[src/rtl/logic_reduce.sv]
// logic_reduce: folds the beats of a frame bitwise (AND / OR / XOR / NAND)
// and presents the folded vector plus a one-bit reduction until consumed.
//
// Optional feature macro: LOGIC_REDUCE_CNT_EN adds a saturating beat counter
// exposed on out_beats / out_sat.
//
// Ports
//   clk, rst_n            clock, asynchronous active-low reset
//   in_valid / in_ready   beat handshake
//   in_data [WIDTH]       operand beat
//   in_last               final beat of the frame
//   mode [2]              00 AND, 01 OR, 10 XOR, 11 NAND (taken on first beat)
//   out_valid / out_ready result handshake
//   out_vec [WIDTH]       folded vector (inverted for NAND)
//   out_bit               reduction of the folded vector
//   out_beats [CNT_WIDTH] beats in frame (LOGIC_REDUCE_CNT_EN only)
//   out_sat               count saturated (LOGIC_REDUCE_CNT_EN only)
//
// state | meaning
// IDLE  | waiting for the first beat of a frame
// ACC   | folding further beats into acc
// HOLD  | result held until out_ready
module logic_reduce #(
    parameter int WIDTH     = 3,
    parameter int CNT_WIDTH = 8
) (
    input  logic                 clk,
    input  logic                 rst_n,
    input  logic                 in_valid,
    output logic                 in_ready,
    input  logic [WIDTH-1:0]     in_data,
    input  logic                 in_last,
    input  logic [1:0]           mode,
    output logic                 out_valid,
    input  logic                 out_ready,
    output logic [WIDTH-1:0]     out_vec,
    output logic                 out_bit
`ifdef LOGIC_REDUCE_CNT_EN
    ,
    output logic [CNT_WIDTH-1:0] out_beats,
    output logic                 out_sat
`endif
);

    typedef enum logic [1:0] {
        IDLE = 2'd0,
        ACC  = 2'd1,
        HOLD = 2'd2
    } state_t;

    state_t            state_q, state_d;
    logic [WIDTH-1:0]  acc_q, acc_d;
    logic [1:0]        mode_q, mode_d;
    logic              ready_q, ready_d;
    logic              valid_q, valid_d;
    logic              accept;

`ifdef LOGIC_REDUCE_CNT_EN
    localparam logic [CNT_WIDTH-1:0] CNT_MAX = '1;
    localparam logic [CNT_WIDTH-1:0] CNT_ONE = 1;
    logic [CNT_WIDTH-1:0] cnt_q, cnt_d;
    logic                 sat_q, sat_d;
`endif

    // in_ready is a flop so it stays low through reset and rises on the
    // first edge after release.
    assign accept = in_valid & ready_q;

    always_comb begin
        state_d = state_q;
        acc_d   = acc_q;
        mode_d  = mode_q;
        case (state_q)
            IDLE: begin
                if (accept) begin
                    acc_d   = in_data;
                    mode_d  = mode;
                    state_d = in_last ? HOLD : ACC;
                end
            end
            ACC: begin
                if (accept) begin
                    case (mode_q)
                        2'b01:   acc_d = acc_q | in_data;
                        2'b10:   acc_d = acc_q ^ in_data;
                        default: acc_d = acc_q & in_data;  // AND and NAND
                    endcase
                    state_d = in_last ? HOLD : ACC;
                end
            end
            HOLD: begin
                if (out_ready) state_d = IDLE;
            end
            default: state_d = IDLE;
        endcase
        ready_d = (state_d != HOLD);
        valid_d = (state_d == HOLD);
    end

`ifdef LOGIC_REDUCE_CNT_EN
    always_comb begin
        cnt_d = cnt_q;
        sat_d = sat_q;
        if (accept && state_q == IDLE) begin
            cnt_d = CNT_ONE;
            sat_d = 1'b0;
        end else if (accept) begin
            if (cnt_q == CNT_MAX) sat_d = 1'b1;
            else                  cnt_d = cnt_q + CNT_ONE;
        end
    end
`endif

    always_ff @(posedge clk or negedge rst_n) begin
        if (!rst_n) begin
            state_q <= IDLE;
            acc_q   <= '0;
            mode_q  <= 2'b00;
            ready_q <= 1'b0;
            valid_q <= 1'b0;
`ifdef LOGIC_REDUCE_CNT_EN
            cnt_q   <= '0;
            sat_q   <= 1'b0;
`endif
        end else begin
            state_q <= state_d;
            acc_q   <= acc_d;
            mode_q  <= mode_d;
            ready_q <= ready_d;
            valid_q <= valid_d;
`ifdef LOGIC_REDUCE_CNT_EN
            cnt_q   <= cnt_d;
            sat_q   <= sat_d;
`endif
        end
    end

    always_comb begin
        case (mode_q)
            2'b00: begin out_vec = acc_q;  out_bit = &acc_q;  end
            2'b01: begin out_vec = acc_q;  out_bit = |acc_q;  end
            2'b10: begin out_vec = acc_q;  out_bit = ^acc_q;  end
            default: begin out_vec = ~acc_q; out_bit = ~&acc_q; end
        endcase
    end

    assign in_ready  = ready_q;
    assign out_valid = valid_q;
`ifdef LOGIC_REDUCE_CNT_EN
    assign out_beats = cnt_q;
    assign out_sat   = sat_q;
`endif

endmodule

[config.mk]
export PLATFORM = sky130hd
export DESIGN_NAME = logic_reduce
export DESIGN_NICKNAME = d
export VERILOG_FILES = /design/src/rtl/logic_reduce.sv
export SDC_FILE = /design/constraint.sdc
export NUM_CORES = 1
export LEC_CHECK = 0
export BUFFER_PORTS_ARGS = -buffer_cell sky130_fd_sc_hd__buf_2
export CAP_MARGIN = 10
export CELL_PAD_IN_SITES_DETAIL_PLACEMENT = 0
export CELL_PAD_IN_SITES_GLOBAL_PLACEMENT = 1
export CORE_MARGIN = 2
export CORE_UTILIZATION = 30
export DETAILED_ROUTE_END_ITERATION = 12
export GPL_TIMING_DRIVEN = 0
export HOLD_SLACK_MARGIN = 0.05
export PLACE_DENSITY = 0.69
export SLEW_MARGIN = 20
export SYNTH_ARGS = -nofsm -noshare
export SYNTH_HDL_FRONTEND = slang
export SYNTH_SLANG_ARGS = --single-unit
[constraint.sdc]
create_clock -name clk -period 2.65 [get_ports clk]
set_clock_uncertainty 0.1 [all_clocks]
set_input_delay 0.53 -clock clk [delete_from_list [all_inputs] [get_ports clk]]
set_output_delay 0.53 -clock clk [all_outputs]
set_load 0.03 [all_outputs]
# == Word-level counts from Yosys, hierarchy flattened ==
# Index checks and enable logic that the tools add are counted.
# totals
register_bits,9
inputBits,10
elab_cells,39
# classes
eq_ne,8
mux,10
bitwise_logic,5
reduce_logical,11
# op_table
operator,n
one-hot mux 3 bit (2 select lines),2
two-way mux 3 bit,3
"== test 2 bit, second input constant",3
two-way mux 2 bit,3
"!= test 2 bit, second input constant",3
AND reduction 3 bit,2
OR reduction 3 bit,2
"== test 2 x 1 -> 1 bit, second input constant",2
zero test 2 bit,2
one-hot mux 2 bit (2 select lines),1
bitwise AND 3 bit,1
NOT 3 bit,1
OR 3 bit,1
one-hot mux 1 bit (3 select lines),1
XOR reduction 3 bit,1
XOR 3 bit,1
AND reduction 2 bit,1
nonzero test 2 bit,1
OR reduction 2 bit,1
bitwise AND 1 bit,1
zero test 1 bit,1

# == Depth between registers and ports, before layout ==
# Gate-level depths: netlist of run 1.
# logic_depth
word_depth,4
ltp_mapped,5
depth_no_buf,5

# == Worst setup path after synthesis of run 1 ==
# No wires, ideal clock.
# synth_timing
path_type,register to output
startpoint,register acc_q[0]
endpoint,output out_bit
arrival_ns,1.237
required_ns,2.020
path_slack_ns,0.783
stages_incl_launch_ff,6
path_cell_list,dfrtp_1 -> inv_1 -> ha_1 -> o21ai_0 -> o2111ai_1 -> o21a_1
# synth_via
elab_chain_len,3
elab_cells_between_ends,5
cone_classes,mux: 1; reduce/logical: 4
# synth_rtl
element,line,source
"start, declared",52,"logic [WIDTH-1:0] acc_q, acc_d;"
"start signal, assigned",117,acc_q <= '0;
"start signal, assigned",127,acc_q <= acc_d;
AND reduction 3 bit,"140, 143",
zero test 1 bit,143,default: begin out_vec = ~acc_q; out_bit = ~&acc_q; end
one-hot mux 1 bit (3 select lines) (*),139,case (mode_q)
"end, declared",37,output logic out_bit
# Mark *: on every way between the ends. The rest lies on a longest branch, timed or not.

# == Final worst setup path of run 1 ==
# Ends and elaborated chain as after synthesis.

==> metrics.txt, run 1 <==
total negative slack=0 ps; startpoint types=register; worst slew pin tran=323 ps; Die H=52.2 um; CTS tree=built; number of synthesized flops with an enable pin=0; CTS sink count=9; number of global-route vias before repair=521; met2 usage=17.3%; run status=finished clean; routability cong.=0.711; fin crit share=86.4%; io pins=16; worst path arrival time=1660 ps; crit path kind=reg -> out; Tmin final=2290 ps; Critical Path Sink Type=output pin; initial DRC count=4; H-tree levels=1; met1 Use GR=13.0%; global route overflow=0; cts bufs inserted=3; post-synthesis instance area=697 um2; DRT Wirelength=1290 um; Final Hold Viols=0; fillers=242; HPWL after DPL=1020 um; Initial Util=31.5%; max_cap viols=0; detailed-route DRC error count=0; crit path max fanout=5; Die Area=2720 um2; synthesized area per cell=9.82 um2; fin. max-slew vios=0; setup violators final=0; Clk Latency, worst-skew pair=250 ps; register area share after synthesis=32.3%; CP required=2020 ps; asr flop ratio synth=100%; DR vias=560; met3 usage=1.71%; FMAX=437 MHz; core area=2210 um2; power density over cell area=1140 nW/um2; GRT Util Overall=10.6%; Rows=17; Buffers on Ports=15; largest net degree at the start of global routing=10; Max Root-Sink Buffers=2; Die X=52.2 um; GRT busiest layer=met2; final worst hold slack=374 ps; CTS clk-pin slew, worst paths=60 ps; RSZ-0062 raised after global routing=false; DR WL/cell=10.9 um; CTS root buf=clkbuf_4; r2r setup slk=1110 ps; Slew headroom=78.5%; vias per cell=4.71; Synthesized Nets=93; flops & latches, synth=9; diode count=0; YS warnings=0; P_leak=0.422 nW; post-synth cell types=20; share of layout cells above drive strength 1=27.5%; peak supply drop=0.000456 V; Hold WC Path Type=in -> reg; initial antenna violation count=0; Synth Flop Type=dfrtp_1; Area Growth Syn to Fin=21.0%; first-pass GRT wire length=2140 um; Gate Count Post-Synth=71; Resize count post-CTS=0; drt first pass iters=2; Routed Antenna Nets=0; Layout Nets=114
[path summary, 6_finish.rpt]
kind,start,to,cells past startpoint
worst max register to register,mode_q[0]$_DFFE_PN0P_,acc_q[2]$_DFFE_PN0P_,5
min in group asynchronous,rst_n,out_valid$_DFF_PN0_,2
worst min register to register,in_ready$_DFF_PN0_,state_q[0]$_DFF_PN0_,1
worst max-delay path,acc_q[0]$_DFFE_PN0P_,out_bit,6
worst min-delay path,in_last,state_q[0]$_DFF_PN0_,2
max in group asynchronous,rst_n,acc_q[0]$_DFFE_PN0P_,2
[per-layer routing]
| layer | vias up | part of all wire [%] |
|---|---|---|
| met5 | - | 0 |
| met3 | 2 | 5.8 |
| li1 | 289 | - |
| met2 | 12 | 47 |
| met4 | 0 | 0.46 |
| met1 | 257 | 46 |
[layout make-up]
cell class                      instances  area [um2]  share of cell area (%)
Clock buffer                            4        26.3                    3.12
Sequential cell                         9         225                    26.7
Buffer                                  1        11.3                    1.34
Timing Repair Buffer                   16        85.1                    10.1
Tap cell                               28        35.0                    4.15
Inverter                                9        33.8                    4.01
Multi-Input combinational cell         52         427                    50.6
[timing repair]
action / 4_1_cts / 5_1_grt
buffers inserted: 0 / 0
hold buffers: 1 / 0
endpoints found under the hold margin: 9 / 0
[layout by cell type (no fill, tap or decap), drive strengths merged]
cell type    instances
o21ai                9
o2111ai              1
o22a                 3
a311oi               1
mux2                 2
nand2b               4
inv                  9
a21oi                2
o21a                 2
nand2                4
dlygate4sd3          1
nor2b                1
ha                  12
clkbuf               4
buf                 16
a31oi                4
and2                 1
and3b                1
nor2                 1
nand3                1
dfrtp                9
xor2                 3
[kinds of logic (layout without fill, tap and decap cells)]
logic type | Yosys count | count (layout) | share of synthesized area [%]
buffers and inverters | 10 | 30 | 6.46
AND/OR/NAND/NOR | 13 | 13 | 11.1
multiplexers | 2 | 2 | 4.31
flip-flops | 9 | 9 | 32.3
adder cells (fa/ha/maj) | 12 | 12 | 21.5
AO/OA/AOI/OAI | 22 | 22 | 20.5
XOR/XNOR | 3 | 3 | 3.77
[synthesized netlist by cell type (all sizes together), types with 2 or more instances]
| cell | number | area share (%) |
|---|---|---|
| mux2 | 2 | 4.3 |
| o21ai | 9 | 6.5 |
| a31oi | 4 | 3.6 |
| o21a | 2 | 2.2 |
| a21oi | 2 | 1.4 |
| ha | 12 | 22 |
| dfrtp | 9 | 32 |
| inv | 9 | 4.8 |
| o22a | 3 | 4.3 |
| xor2 | 3 | 3.8 |
| nand2b | 4 | 3.6 |
| nand2 | 4 | 2.2 |
[metrics by stage]
stage	instance area, um2	instances	power (mW)	utilization [%]	setup slack, ps
after floorplan	697	71	0.709	-	783
after global placement	807	114	0.845	36.5	628
after detailed placement	807	114	0.855	36.5	634
after CTS	843	119	0.969	38.1	334
after global routing	843	119	1.04	38.1	253
final	843	119	0.958	38.1	362
[sequential cells by signal, summed over array words and instances, names as in the netlist]
register,cells
acc_q,3
in_ready,1
mode_q,2
out_valid,1
state_q,2
[report_power, final]
| group | internal (mW) | total (mW) | switching, mW |
|---|---|---|---|
| logic | 0.243 | 0.599 | 0.356 |
| clock network | 0.0579 | 0.104 | 0.0457 |
| registers | 0.186 | 0.256 | 0.0698 |
| total | 0.487 | 0.958 | 0.471 |
[worst max-delay path, cell delays in order, from the launching register on]
cell and delay [ps]:
dfrtp_1 430, inv_1 90, ha_1 310, o21ai_0 160, o2111ai_1 130, o21a_1 120, buf_2 170
No activity file was read; power rests on OpenSTA's default activity.
==> run 2, diff against run 1 <==
--- a/config.mk
+++ b/config.mk
@@ -14,7 +14,7 @@
 export DETAILED_ROUTE_END_ITERATION = 12
 export GPL_TIMING_DRIVEN = 0
 export HOLD_SLACK_MARGIN = 0.05
-export PLACE_DENSITY = 0.69
+export PLACE_DENSITY_LB_ADDON = 0.1
 export SLEW_MARGIN = 20
 export SYNTH_ARGS = -nofsm -noshare
 export SYNTH_HDL_FRONTEND = slang
==> run 2 against run 1 <==
  * Utilization unchanged
  * Final cell count unchanged
  * Highest routed layer unchanged
  * Register-to-register slack better by 40 ps
==> metrics.txt, run 2 (synthesis gave the netlist of run 1 again) <==
run status=finished clean; hold_buf cts=1; pre-CTS WS=619 ps; worst reg2reg path startpoint=mode_q[0]$_DFFE_PN0P_; HPWL after DPL=1030 um; Largest regs=acc_q (3), mode_q (2), state_q (2); hold_sp=in_last; largest net degree at the start of global routing=10; most common cell after layout, fill and taps aside=buf_2; Die X=52.2 um; Final Hold Viols=0; r2r setup slk=1150 ps; first-pass GRT wire length=2190 um; Hold WC Path Type=in -> reg; vias per cell=4.59; Die Area=2720 um2; RSZ-0062 raised after global routing=false; fillers=251; max reg flops=3; overall power consumption=958 uW; max_cap viols=0; initial DRC count=1; Routed Antenna Nets=0; Top Family by Delay on Critical Path=compound AO/OA/AOI/OAI gates; detailed-route DRC error count=0; Buffers on Ports=15; crit path kind=reg -> out; most frequent cells in the layout=buf_2 (15), ha_1 (12), inv_1 (9), o21ai_0 (9), dfrtp_1 (9); slowest stage delay, CP=430 ps; global route overflow=0; Tmin final=2310 ps; Die H=52.2 um; fin crit share=87.2%; DR WL/cell=10.8 um; area used by multi-input combinational logic=427 um2; drt first pass iters=4; Gate power share=62.5%; setup ws final=339 ps; total negative slack=0 ps; worst-path cell chain=inv_1 -> ha_1 -> o21ai_0 -> o2111ai_1 -> o21a_1 -> buf_2; initial antenna violation count=0; share of layout cells above drive strength 1=27.5%; io pins=16; CTS root buf=clkbuf_4; CTS tree=built; Max Root-Sink Buffers=2; DR vias=546; core area=2210 um2; Initial Util=31.5%; Post-CTS Setup Bufs=0; Critical Path Sink Type=output pin; internal power=487 uW; P_leak=0.422 nW; diode count=0; FMAX=433 MHz; largest reg by FF count=acc_q; fin util=38.1%; Layout Nets=114; setup violators final=0; Resize count post-CTS=0; CP required=2020 ps; H-tree levels=1; power density over cell area=1140 nW/um2; cts bufs inserted=3; GRT Util Overall=11.1%; Rows=17; FF-to-FF path depth=5; worst path arrival time=1680 ps; fin. max-slew vios=0; switching share of power=49.2%; crit path buf inv count=2; crit path max fanout=5; routability cong.=0.749; Register Area=225 um2; Slew headroom=77.0%; Switch Pwr=471 uW; CTS clk-pin slew, worst paths=60 ps; CTS sink count=9; Hold Crit Depth=2; number of global-route vias before repair=491; DRT Wirelength=1290 um; Area Growth Syn to Fin=21.0%; hold endpoint=state_q[0]$_DFF_PN0_; startpoint types=register; Clk Latency, worst-skew pair=250 ps; worst flop-to-flop path endpoint=acc_q[0]$_DFFE_PN0P_; proportion of power drawn by the clock network=10.7%; peak supply drop=0.000529 V; sequential share of power=26.9%; final worst hold slack=375 ps; Critical-path top delay cell=dfrtp_1; worst slew pin tran=345 ps
[run 2: cell counts in the layout (fill, tap and decap cells not counted)]
Identical to the previous run, type by type.
[run 2: metrics by stage]
step	std cells	cell area [um2]
after floorplan	71	697
after global placement	114	807
after detailed placement	114	807
after CTS	119	843
after global routing	119	843
final	119	843
[run 2: final cells by class]
cell class | count | share of cell area (%)
Multi-Input combinational cell | 52 | 50.6
Buffer | 1 | 1.34
Sequential cell | 9 | 26.7
Clock buffer | 4 | 3.12
Tap cell | 28 | 4.15
Timing Repair Buffer | 16 | 10.1
Inverter | 9 | 4.01
[run 2: how the worst max path moves through the flow]
stage	to	from	slack, ps	cells after the start
after floorplan	out_bit	acc_q[0]$_DFFE_PN0P_	780	5
after global placement	out_bit	acc_q[0]$_DFFE_PN0P_	620	6
after detailed placement	out_bit	acc_q[0]$_DFFE_PN0P_	620	6
after CTS	out_bit	acc_q[0]$_DFFE_PN0P_	330	6
after global routing	out_bit	acc_q[0]$_DFFE_PN0P_	230	6
final	out_bit	acc_q[0]$_DFFE_PN0P_	340	6
[run 2: per-layer routing]
layer	wire [um]	global-route usage (%)
met2	625	17.5
met1	598	13.8
met5	0	0
met3	49	1.71
met4	14	7.69
[run 2: worst register-to-register path, delay by kind of cell, from the launching register on]
family,cells,cell delay [ps]
buffers and inverters,1,80
adders and majority gates,1,360
AOI/OAI and AO/OA,3,440
DFF,1,400
[run 2: power groups by stage]
| stage | clock network (mW) | registers (mW) | logic [mW] |
|---|---|---|---|
| after floorplan | 0 | 0.250 | 0.459 |
| after CTS | 0.108 | 0.259 | 0.606 |
| final | 0.102 | 0.258 | 0.598 |
| after detailed placement | 0 | 0.261 | 0.603 |
| after global placement | 0 | 0.259 | 0.592 |
| after global routing | 0.117 | 0.269 | 0.661 |
==> run 3, diff against run 2 <==
--- a/config.mk
+++ b/config.mk
@@ -10,7 +10,7 @@
 export CELL_PAD_IN_SITES_DETAIL_PLACEMENT = 0
 export CELL_PAD_IN_SITES_GLOBAL_PLACEMENT = 1
 export CORE_MARGIN = 2
-export CORE_UTILIZATION = 30
+export CORE_UTILIZATION = 42
 export DETAILED_ROUTE_END_ITERATION = 12
 export GPL_TIMING_DRIVEN = 0
 export HOLD_SLACK_MARGIN = 0.05
==> run 3 against run 2 <==
  * Die area shrank 27%
  * Worst setup slack better by 27 ps
  * Wire length down 6.1%
  * Register-to-register slack hardly changed
  * Power down 1.2%
  * Flip-flop and latch count unchanged
==> metrics.txt, run 3 (synthesis gave the netlist of run 1 again) <==
Routed Antenna Nets=0; Max Root-Sink Buffers=2; Rows=14; initial antenna violation count=0; Buffers on Ports=15; global route overflow=0; CTS sink count=9; area used by multi-input combinational logic=427 um2; Die X=44.7 um; GRT Util Overall=14.9%; Layout Nets=114; setup violators final=0; Die H=44.7 um; most common cell after layout, fill and taps aside=buf_2; drt first pass iters=4; peak supply drop=0.000655 V; first-pass GRT wire length=2190 um; fin. max-slew vios=0; Tmin final=2280 ps; met3 usage=4.00%; largest net degree at the start of global routing=10; Clk Latency, worst-skew pair=250 ps; HPWL after DPL=1020 um; DR vias=547; initial DRC count=19; met1 Use GR=19.4%; Initial Util=45.7%; cts bufs inserted=3; fillers=157; overall power consumption=947 uW; H-tree levels=1; Die Area=2000 um2; startpoint types=register; share of layout cells above drive strength 1=27.5%; most frequent cells in the layout=buf_2 (15), ha_1 (12), inv_1 (9), o21ai_0 (9), dfrtp_1 (9); max_cap viols=0; CTS clk-pin slew, worst paths=60 ps; worst path arrival time=1650 ps; Resize count post-CTS=0; crit path max fanout=5; FMAX=438 MHz; Largest regs=acc_q (3), mode_q (2), state_q (2); fin crit share=86.2%; GRT busiest layer=met2; Slew headroom=77.9%; CTS tree=built; number of global-route vias before repair=529; Hold WC Path Type=in -> reg; detailed-route DRC error count=0; total negative slack=0 ps; met2 usage=23.8%; CP required=2020 ps; Final Hold Viols=0; Register Area=225 um2; crit path kind=reg -> out; core area=1520 um2; DRT Wirelength=1210 um; DR WL/cell=11.3 um; RSZ-0062 raised after global routing=false; max reg flops=3; io pins=16; routability cong.=0.696; fin util=54.4%; power density over cell area=1140 nW/um2; run status=finished clean; CTS root buf=clkbuf_4; largest reg by FF count=acc_q; P_leak=0.422 nW; Area Growth Syn to Fin=18.9%; worst slew pin tran=332 ps; vias per cell=5.11; diode count=0; Critical Path Sink Type=output pin
-- run 3: cell counts in the layout (fill, tap and decap cells not counted) --
Identical to the previous run, type by type.
-- run 3: worst max-delay path, cell delays in order, from the launching register on --
cell	delay, ps
dfrtp_1	430
inv_1	100
ha_1	320
o21ai_0	160
o2111ai_1	120
o21a_1	110
buf_2	170
-- run 3: timing repair --
action                                 4_1_cts  5_1_grt
hold buffers                                 1        0
endpoints found under the hold margin        9        0
setup buffers                                0        0
-- run 3: power breakdown --
part	switching, mW	internal (mW)	leakage, nW	total [mW]
combinational	0.349	0.242	0.301	0.592
clock	0.0425	0.0577	0.0150	0.100
sequential	0.0691	0.186	0.105	0.255
total	0.461	0.486	0.422	0.947
-- run 3: layout make-up --
class | instances | area share (%)
multi-input combinational | 52 | 51.5
sequential | 9 | 27.2
timing repair buffer | 16 | 10.3
inverter | 9 | 4.08
clock buffer | 4 | 3.17
tap | 16 | 2.42
buffer | 1 | 1.36
-- run 3: final timing paths --
path	endpoint	depth (start not counted)	slack, ps	startpoint
min	state_q[0]$_DFF_PN0_	2	380	in_last
min reg2reg	state_q[0]$_DFF_PN0_	1	430	state_q[1]$_DFF_PN0_
max	out_bit	6	370	acc_q[0]$_DFFE_PN0P_
max in group asynchronous	out_valid$_DFF_PN0_	2	1720	rst_n
max reg2reg	acc_q[0]$_DFFE_PN0P_	5	1140	mode_q[0]$_DFFE_PN0P_
min in group asynchronous	in_ready$_DFF_PN0_	2	560	rst_n
-- run 3: metrics by stage --
step / setup slack [ps] / hold WS [ps] / area (um2) / cells
4_1_cts: 351 / 369 / 828 / 107
2_1_floorplan: 783 / 134 / 697 / 71
3_5_place_dp: 637 / 290 / 792 / 102
5_1_grt: 208 / 375 / 828 / 107
3_3_place_gp: 635 / 291 / 792 / 102
6_report: 366 / 380 / 828 / 107
-- run 3: metal layers --
layer,vias to the layer above,part of all wire [%]
met2,11,46
met4,0,0
li1,289,-
met5,-,0
met1,247,51
met3,0,3.7
